===== src/rtl/mips_run_ctrl.sv =====
// Run-control sequencer: streams a program image into memory, holds the core through a flush window,
// then counts RUN cycles until the core halts or the timeout expires. Writes are combinational on valid & ready.
module mips_run_ctrl #(
  parameter int ADDR_W      = 10,
  parameter int CNT_W       = 16,
  parameter int TIMEOUT     = 1000,
  parameter int HOLD_CYCLES = 2
) (
  input  logic              clk1,
  input  logic              rst,
  input  logic              cmd_load,
  input  logic [ADDR_W:0]   load_len,
  input  logic              cmd_run,
  input  logic              prog_valid,
  input  logic [31:0]       prog_data,
  output logic              prog_ready,
  output logic              mem_we,
  output logic [ADDR_W-1:0] mem_addr,
  output logic [31:0]       mem_wdata,
  input  logic              core_halted,
  output logic              core_hold,
  output logic              busy,
  output logic              done,
  output logic              timeout,
  output logic              err,
  output logic [CNT_W-1:0]  cycle_count
);

  localparam int HOLD_W = (HOLD_CYCLES > 1) ? $clog2(HOLD_CYCLES) : 1;
  localparam logic [HOLD_W-1:0] HOLD_LAST = HOLD_W'(HOLD_CYCLES - 1);
  localparam logic [ADDR_W:0]   MAX_LEN   = {1'b1, {ADDR_W{1'b0}}};
  localparam logic [ADDR_W:0]   LEN_ONE   = (ADDR_W + 1)'(1);
  localparam logic [CNT_W-1:0]  TIMEOUT_C = CNT_W'(TIMEOUT);

  if (HOLD_CYCLES < 1) begin : g_bad_hold
    $error("HOLD_CYCLES must be at least 1");
  end
  if (TIMEOUT < 1 || TIMEOUT > (2 ** CNT_W) - 1) begin : g_bad_timeout
    $error("TIMEOUT must fit in 1..2^CNT_W-1");
  end

  typedef enum logic [1:0] {
    S_IDLE,
    S_LOAD,
    S_HOLD,
    S_RUN
  } state_t;

  state_t              r_state;
  logic [ADDR_W-1:0]   r_ptr;
  logic [ADDR_W:0]     r_rem;
  logic [HOLD_W-1:0]   r_hold_cnt;
  logic [CNT_W-1:0]    r_cnt;
  logic                r_done;
  logic                r_timeout;
  logic                r_err;

  state_t              w_state_nxt;
  logic [ADDR_W-1:0]   w_ptr_nxt;
  logic [ADDR_W:0]     w_rem_nxt;
  logic [HOLD_W-1:0]   w_hold_cnt_nxt;
  logic [CNT_W-1:0]    w_cnt_nxt;
  logic                w_done_nxt;
  logic                w_timeout_nxt;
  logic                w_err_nxt;
  logic                w_prog_ready;
  logic                w_core_hold;
  logic                w_beat;
  logic                w_len_ok;
  logic [CNT_W-1:0]    w_cnt_inc;

  assign w_len_ok  = (load_len != '0) && (load_len <= MAX_LEN);
  assign w_cnt_inc = r_cnt + CNT_W'(1);

  always_comb begin
    w_state_nxt    = r_state;
    w_ptr_nxt      = r_ptr;
    w_rem_nxt      = r_rem;
    w_hold_cnt_nxt = r_hold_cnt;
    w_cnt_nxt      = r_cnt;
    w_done_nxt     = r_done;
    w_timeout_nxt  = r_timeout;
    w_err_nxt      = r_err;
    w_prog_ready   = 1'b0;
    w_core_hold    = 1'b1;
    w_beat         = 1'b0;

    case (r_state)
      S_IDLE: begin
        // Load takes priority; a simultaneous run request is dropped.
        if (cmd_load) begin
          if (w_len_ok) begin
            w_done_nxt    = 1'b0;
            w_timeout_nxt = 1'b0;
            w_err_nxt     = 1'b0;
            w_ptr_nxt     = '0;
            w_rem_nxt     = load_len;
            w_state_nxt   = S_LOAD;
          end else begin
            w_err_nxt = 1'b1;
          end
        end else if (cmd_run) begin
          w_done_nxt     = 1'b0;
          w_timeout_nxt  = 1'b0;
          w_err_nxt      = 1'b0;
          w_cnt_nxt      = '0;
          w_hold_cnt_nxt = '0;
          w_state_nxt    = S_HOLD;
        end
      end

      S_LOAD: begin
        w_prog_ready = 1'b1;
        w_beat       = prog_valid;
        if (prog_valid) begin
          w_rem_nxt = r_rem - LEN_ONE;
          // The pointer stops on the last address so a full-depth image never wraps it.
          if (r_rem == LEN_ONE) begin
            w_state_nxt = S_IDLE;
          end else begin
            w_ptr_nxt = r_ptr + ADDR_W'(1);
          end
        end
      end

      S_HOLD: begin
        if (r_hold_cnt == HOLD_LAST) begin
          w_state_nxt = S_RUN;
        end else begin
          w_hold_cnt_nxt = r_hold_cnt + HOLD_W'(1);
        end
      end

      S_RUN: begin
        w_core_hold = 1'b0;
        w_cnt_nxt   = w_cnt_inc;
        if (core_halted) begin
          w_done_nxt  = 1'b1;
          w_state_nxt = S_IDLE;
        end else if (w_cnt_inc == TIMEOUT_C) begin
          w_timeout_nxt = 1'b1;
          w_state_nxt   = S_IDLE;
        end
      end

      default: begin
        w_state_nxt = S_IDLE;
      end
    endcase
  end

  always_ff @(posedge clk1) begin
    if (rst) begin
      r_state    <= S_IDLE;
      r_ptr      <= '0;
      r_rem      <= '0;
      r_hold_cnt <= '0;
      r_cnt      <= '0;
      r_done     <= 1'b0;
      r_timeout  <= 1'b0;
      r_err      <= 1'b0;
    end else begin
      r_state    <= w_state_nxt;
      r_ptr      <= w_ptr_nxt;
      r_rem      <= w_rem_nxt;
      r_hold_cnt <= w_hold_cnt_nxt;
      r_cnt      <= w_cnt_nxt;
      r_done     <= w_done_nxt;
      r_timeout  <= w_timeout_nxt;
      r_err      <= w_err_nxt;
    end
  end

  assign prog_ready  = w_prog_ready;
  assign mem_we      = w_beat;
  assign mem_addr    = (r_state == S_LOAD) ? r_ptr : '0;
  assign mem_wdata   = (r_state == S_LOAD) ? prog_data : '0;
  assign core_hold   = w_core_hold;
  assign busy        = (r_state != S_IDLE);
  assign done        = r_done;
  assign timeout     = r_timeout;
  assign err         = r_err;
  assign cycle_count = r_cnt;

endmodule


===== config.mk =====
export PLATFORM = sky130hd
export DESIGN_NAME = mips_run_ctrl
export DESIGN_NICKNAME = d
export VERILOG_FILES = /design/src/rtl/mips_run_ctrl.sv
export SDC_FILE = /design/constraint.sdc
export NUM_CORES = 1
export LEC_CHECK = 0
export BUFFER_PORTS_ARGS = -buffer_cell sky130_fd_sc_hd__buf_2
export CAP_MARGIN = 20
export CORE_ASPECT_RATIO = 1.75
export CORE_MARGIN = 4
export CORE_UTILIZATION = 41
export CTS_CLUSTER_SIZE = 8
export DETAILED_ROUTE_END_ITERATION = 8
export GPL_ROUTABILITY_DRIVEN = 1
export PLACE_DENSITY = 0.72
export SYNTH_ARGS = -nofsm -noshare
export SYNTH_HDL_FRONTEND = slang
export SYNTH_SLANG_ARGS = --single-unit

===== constraint.sdc =====
create_clock -name clk1 -period 3.1 [get_ports clk1]
set_input_delay 0.93 -clock clk1 [delete_from_list [all_inputs] [get_ports clk1]]
set_output_delay 0.93 -clock clk1 [all_outputs]
set_load 0.005 [all_outputs]

### After elaboration in Yosys (flattened, before gate mapping)

Index checks and enable logic that the tools add are counted.

* add/sub/neg operators: 4
* magnitude comparators: 1
* equality and inequality tests: 19
* mux-type cells: 39
* reduce and logical (&&, ||, !) cells: 16

Operators with widths (number)
* $mux W10: 5
* $mux W11: 3
* $mux W16: 2
* $mux W32: 1
* $pmux W16 S2: 1
* $ne A2 B2 Y1 const B: 11
* $pmux W11 S2: 1
* $pmux W10 S2: 1
* $add A16 B1 Y16 const B: 1
* $eq A16 B10 Y1 const B: 1
* $mux W2: 8
* $mux W1: 13
* $eq A11 B1 Y1 const B: 1
* $le A11 B11 Y1 const B: 1
* $reduce_bool A11 Y1: 1
* $sub A11 B1 Y11 const B: 1
* $add A10 B1 Y10 const B: 1
* $reduce_and A5 Y1: 2
* $reduce_bool A2 Y1: 5
* $ne A3 B3 Y1 const B: 3
* $pmux W2 S4: 1
* $reduce_and A4 Y1: 2
* $pmux W1 S2: 3
* $reduce_and A3 Y1: 2
* other kinds (7): 8

* flip-flop bits (word level): 43
* logic and storage cells: 87

### Longest topological paths before layout

* word-level depth: 5
* gate-level depth with buffers: 9
* gate-level depth less buffers: 8

### Least setup slack after synthesis

OpenSTA, ideal clock, no wires.

* path kind: input -> register
* start: in load_len[3]
* end: reg r_state[1]
* library setup time: 0.122 ns
* arrival: 2.724 ns
* data required time: 2.978 ns
* slack: 0.254 ns
* cell stages on the path: 6
* buffers on the path: 0
* path through: or4_4 > or4_4 > a31oi_1 > a221o_1 > mux2i_1 > nand3_1

* word-level cells in the longest chain between the ends: 4

RTL lines
* start, declared: RTL line 12 `input logic [ADDR_W:0] load_len,`
* $le A11 B11 Y1 or $reduce_bool A11 Y1 (tied branches): RTL line 72 `assign w_len_ok = (load_len != '0) && (load_len <= MAX_LEN);`
* $logic_and A1 B1 Y1 (*): RTL line 72
* $ne A3 B3 Y1 (no source line) (*)
* $reduce_and A6 Y1 (no source line) (*)
* end signal, assigned: RTL line 163 `r_state <= w_state_nxt;`
* end, declared: RTL line 49 `state_t r_state;`

Mark *: on every way between the ends. The rest lies on a longest branch, timed or not.
A chain may end at the register's enable or synchronous reset.

### Worst setup path in the final report

* start: in load_len[9]
* end: reg r_rem[7]

* word-level cells in the longest chain between the ends: 4

RTL lines
* $le A11 B11 Y1 or $reduce_bool A11 Y1 (tied branches): RTL line 72
* $logic_and A1 B1 Y1 (*): RTL line 72
* $ne A2 B2 Y1 (no source line) (*)
* $reduce_and A4 Y1 (no source line) (*)
* end signal, assigned: RTL line 165 `r_rem <= w_rem_nxt;`
* end, declared: RTL line 51 `logic [ADDR_W:0] r_rem;`

Marked as above.

==> reports/metrics.yaml <==
synth:
  synthFlopType: "dfxtp_1"
  synth_cell_types: 56
  synth_top_area_cell: "dfxtp_1"
  synth_nets: 459
  synth-async-reset-ratio: 0
  synth.avg_cell_area_um2: 7.34
  synth_edf_count: 0
  yosys.area.top_type_share: 0.293
  synthTopCellsByArea: "dfxtp_1, and2_1, nor2_1"
  syn-instance-count: 401
  ys_seq_elements: 43
  ys_warn_count: 0
  netlist_area_mm2: 0.00294
  yosysSeqAreaShare: 0.293
floorplanning:
  fp-row-count: 40
  fp.dieH_um: 120
  die_w_um: 72.0
  dieArea_mm2: 0.00865
  io_pins: 114
  coreArea_mm2: 0.00691
  start_util: 0.426
critical_path:
  reg2reg_slack_ns: 0.63
  end_kind: "flip-flop"
  crit_path_max_incr_delay_ns: 0.62
  crit_required_ns: 3.32
  critPathTopFamily: "simple AND/OR/NAND/NOR gates"
  crit_arrival_ns: 3.06
  path_class: "input port to flip-flop"
  crit_path_cell_trace: "buf_2 -> or4_1 -> or4_4 -> a31oi_1 -> or2_2 -> buf_4 -> o21ai_1 -> a21oi_1"
  slowest_stage: "or4_1"
  path_max_fanout: 11
  crit_buf_inv: 2
  crit_path_start_kind: "input port"
sta:
  finalCritPeriodShare: 0.918
  worst_pin_slew_ns: 0.766
  rsz0062_at_grt: "false"
  fmax_mhz: 352
  slew_headroom: 0.485
  period_minus_slack_ns: 2.84
  finClkSkew_ns: 0.00549
  setup_ws_ns: 0.255
  tns_ns: 0
  finalHoldViolCount: 0
  final_max_slew_viol_count: 0
  setup_viol: 0
global_route:
  grt_util_met2: 0.397
  grtUsageMet3: 0.0327
  antenna_found_initial: 0
  grt.total_usage: 0.209
  grt_most_used_layer: "met2"
  met1_usage: 0.229
  grt_pass1_vias: 3240
  overflow: 0
  grt_pass1_wl_um: 14900
  grt_start_max_net_pins: 33
cts:
  htreeDepth: 2
  hold_buffers: 0
  clockBufferDepth: 2
  cts_resized: 0
  cts-buffers-inserted: 5
  cts.clk_slew.worst_paths_ns: 0.06
  root_buffer: "clkbuf_16"
  cts_setup_buffers: 0
  clk_latency_ns: 0.28
  cts_tree: "done"
  clock_sinks: 43
cells_and_area:
  fin_nets: 574
  n_fill_cell: 696
  regArea_um2: 861
  final_cell_mix: "buf_2, nor2_1, dfxtp_1"
  area_delta_synth_final_pct: 28.8
  drive_gt1_frac: 0.288
  layout.cells.most_common: "buf_2"
  n_antenna_cell: 0
  multi_input_area_mm2: 0.00194
run_status:
  status: "finished clean"
detailed_routing:
  firstDrtPassIters: 4
  antenna_left: 0
  postRouteWirelength_um: 9140
  wl_per_cell_um: 15.2
  drc: 0
  drt_iter0_drc: 160
  vias: 3306
  via_per_inst: 5.50
placed_design:
  gp_congestion: 0.908
  dp_slack_ns: -0.0279
  place_hpwl_um: 7080
  portBuffers: 113
worst_hold_path:
  worstHoldPathType: "flip-flop to flip-flop"
pwr:
  peakVddDrop_mv: 0.315
  p_leak_nw: 1.72
  power_density_mw_per_mm2: 652
flow_run:
  max_cap_violations: 0
==> cells by family (layout without fill, tap and decap cells) <==
group,Yosys count,count (layout),share of synthesized area
buffers and inverters,37,153,0.0493
multiplexers,7,7,0.0242
AO/OA/AOI/OAI,96,96,0.213
adder cells (fa/ha/maj),9,9,0.0383
XOR/XNOR,8,8,0.0238
flip-flops,43,43,0.293
AND/OR/NAND/NOR,201,201,0.359
==> worst min-delay path, cell delays in order, from the launching register on <==
cell	delay [ns]
dfxtp_1	0.33
a21oi_1	0.04
nor2_1	0.07
==> report_power, final <==
group          switching, mW  internal [mW]  leakage, nW
clock network          0.217          0.294       0.0733
logic                  0.730          0.506         1.30
registers             0.0856          0.635        0.348
total                   1.03           1.44         1.72
==> registers in the layout (all words and copies together) (netlist names) <==
register / cells
timeout: 1
r_state: 2
cycle_count: 16
r_hold_cnt: 1
r_ptr: 10
done: 1
r_rem: 11
err: 1
==> final timing paths <==
path / startpoint / endpoint / depth (start not counted)
setup / recovery: load_len[9] / r_rem[7]$_SDFFE_PP0P_ / 8
hold / removal: r_hold_cnt$_SDFFE_PP0P_ / r_hold_cnt$_SDFFE_PP0P_ / 2
setup reg to reg: cycle_count[0]$_SDFFE_PP0P_ / r_state[0]$_SDFFE_PP0P_ / 7
hold reg to reg: r_hold_cnt$_SDFFE_PP0P_ / r_hold_cnt$_SDFFE_PP0P_ / 2
==> cells in the mapped netlist (all sizes together), types with 3 or more instances <==
| cell | n |
|---|---|
| a21oi | 37 |
| a311oi | 4 |
| a31o | 3 |
| a31oi | 5 |
| and2 | 41 |
| and3 | 4 |
| buf | 3 |
| clkbuf | 18 |
| dfxtp | 43 |
| ha | 9 |
| inv | 15 |
| mux2i | 6 |
| nand2 | 31 |
| nand3 | 13 |
| nand4 | 7 |
| nor2 | 50 |
| nor3 | 17 |
| nor4 | 8 |
| nor4b | 4 |
| o211ai | 3 |
| o21ai | 20 |
| o31ai | 3 |
| o32ai | 7 |
| or2 | 6 |
| or3 | 5 |
| or4 | 3 |
| xnor2 | 7 |
==> cell type report <==
class | count | share of cell area
clock inverters | 3 | 0.00396
clock buffers | 5 | 0.0330
well taps | 84 | 0.0278
flip-flops and latches | 43 | 0.227
multi-input cells | 321 | 0.511
inverters | 16 | 0.0159
repair buffers | 129 | 0.181
==> per-layer routing <==
layer,wire [um],up-vias
met5,0,-
met4,151,0
met3,427,14
met2,4960,78
met1,3610,1552
li1,-,1662
==> metrics by stage <==
stage          hold WS [ns]  std cells  utilization  cell area, um^2  power (mW)
3_3_place_gp          0.457        593        0.528             3650        1.92
4_1_cts               0.471        601        0.548             3790        2.47
6_report              0.470        601        0.548             3790        2.47
2_1_floorplan         0.437        401            -             2940        1.55
5_1_grt               0.513        601        0.548             3790        2.65
3_5_place_dp          0.462        593        0.528             3650        1.95
(Power assumes the default switching activity.)
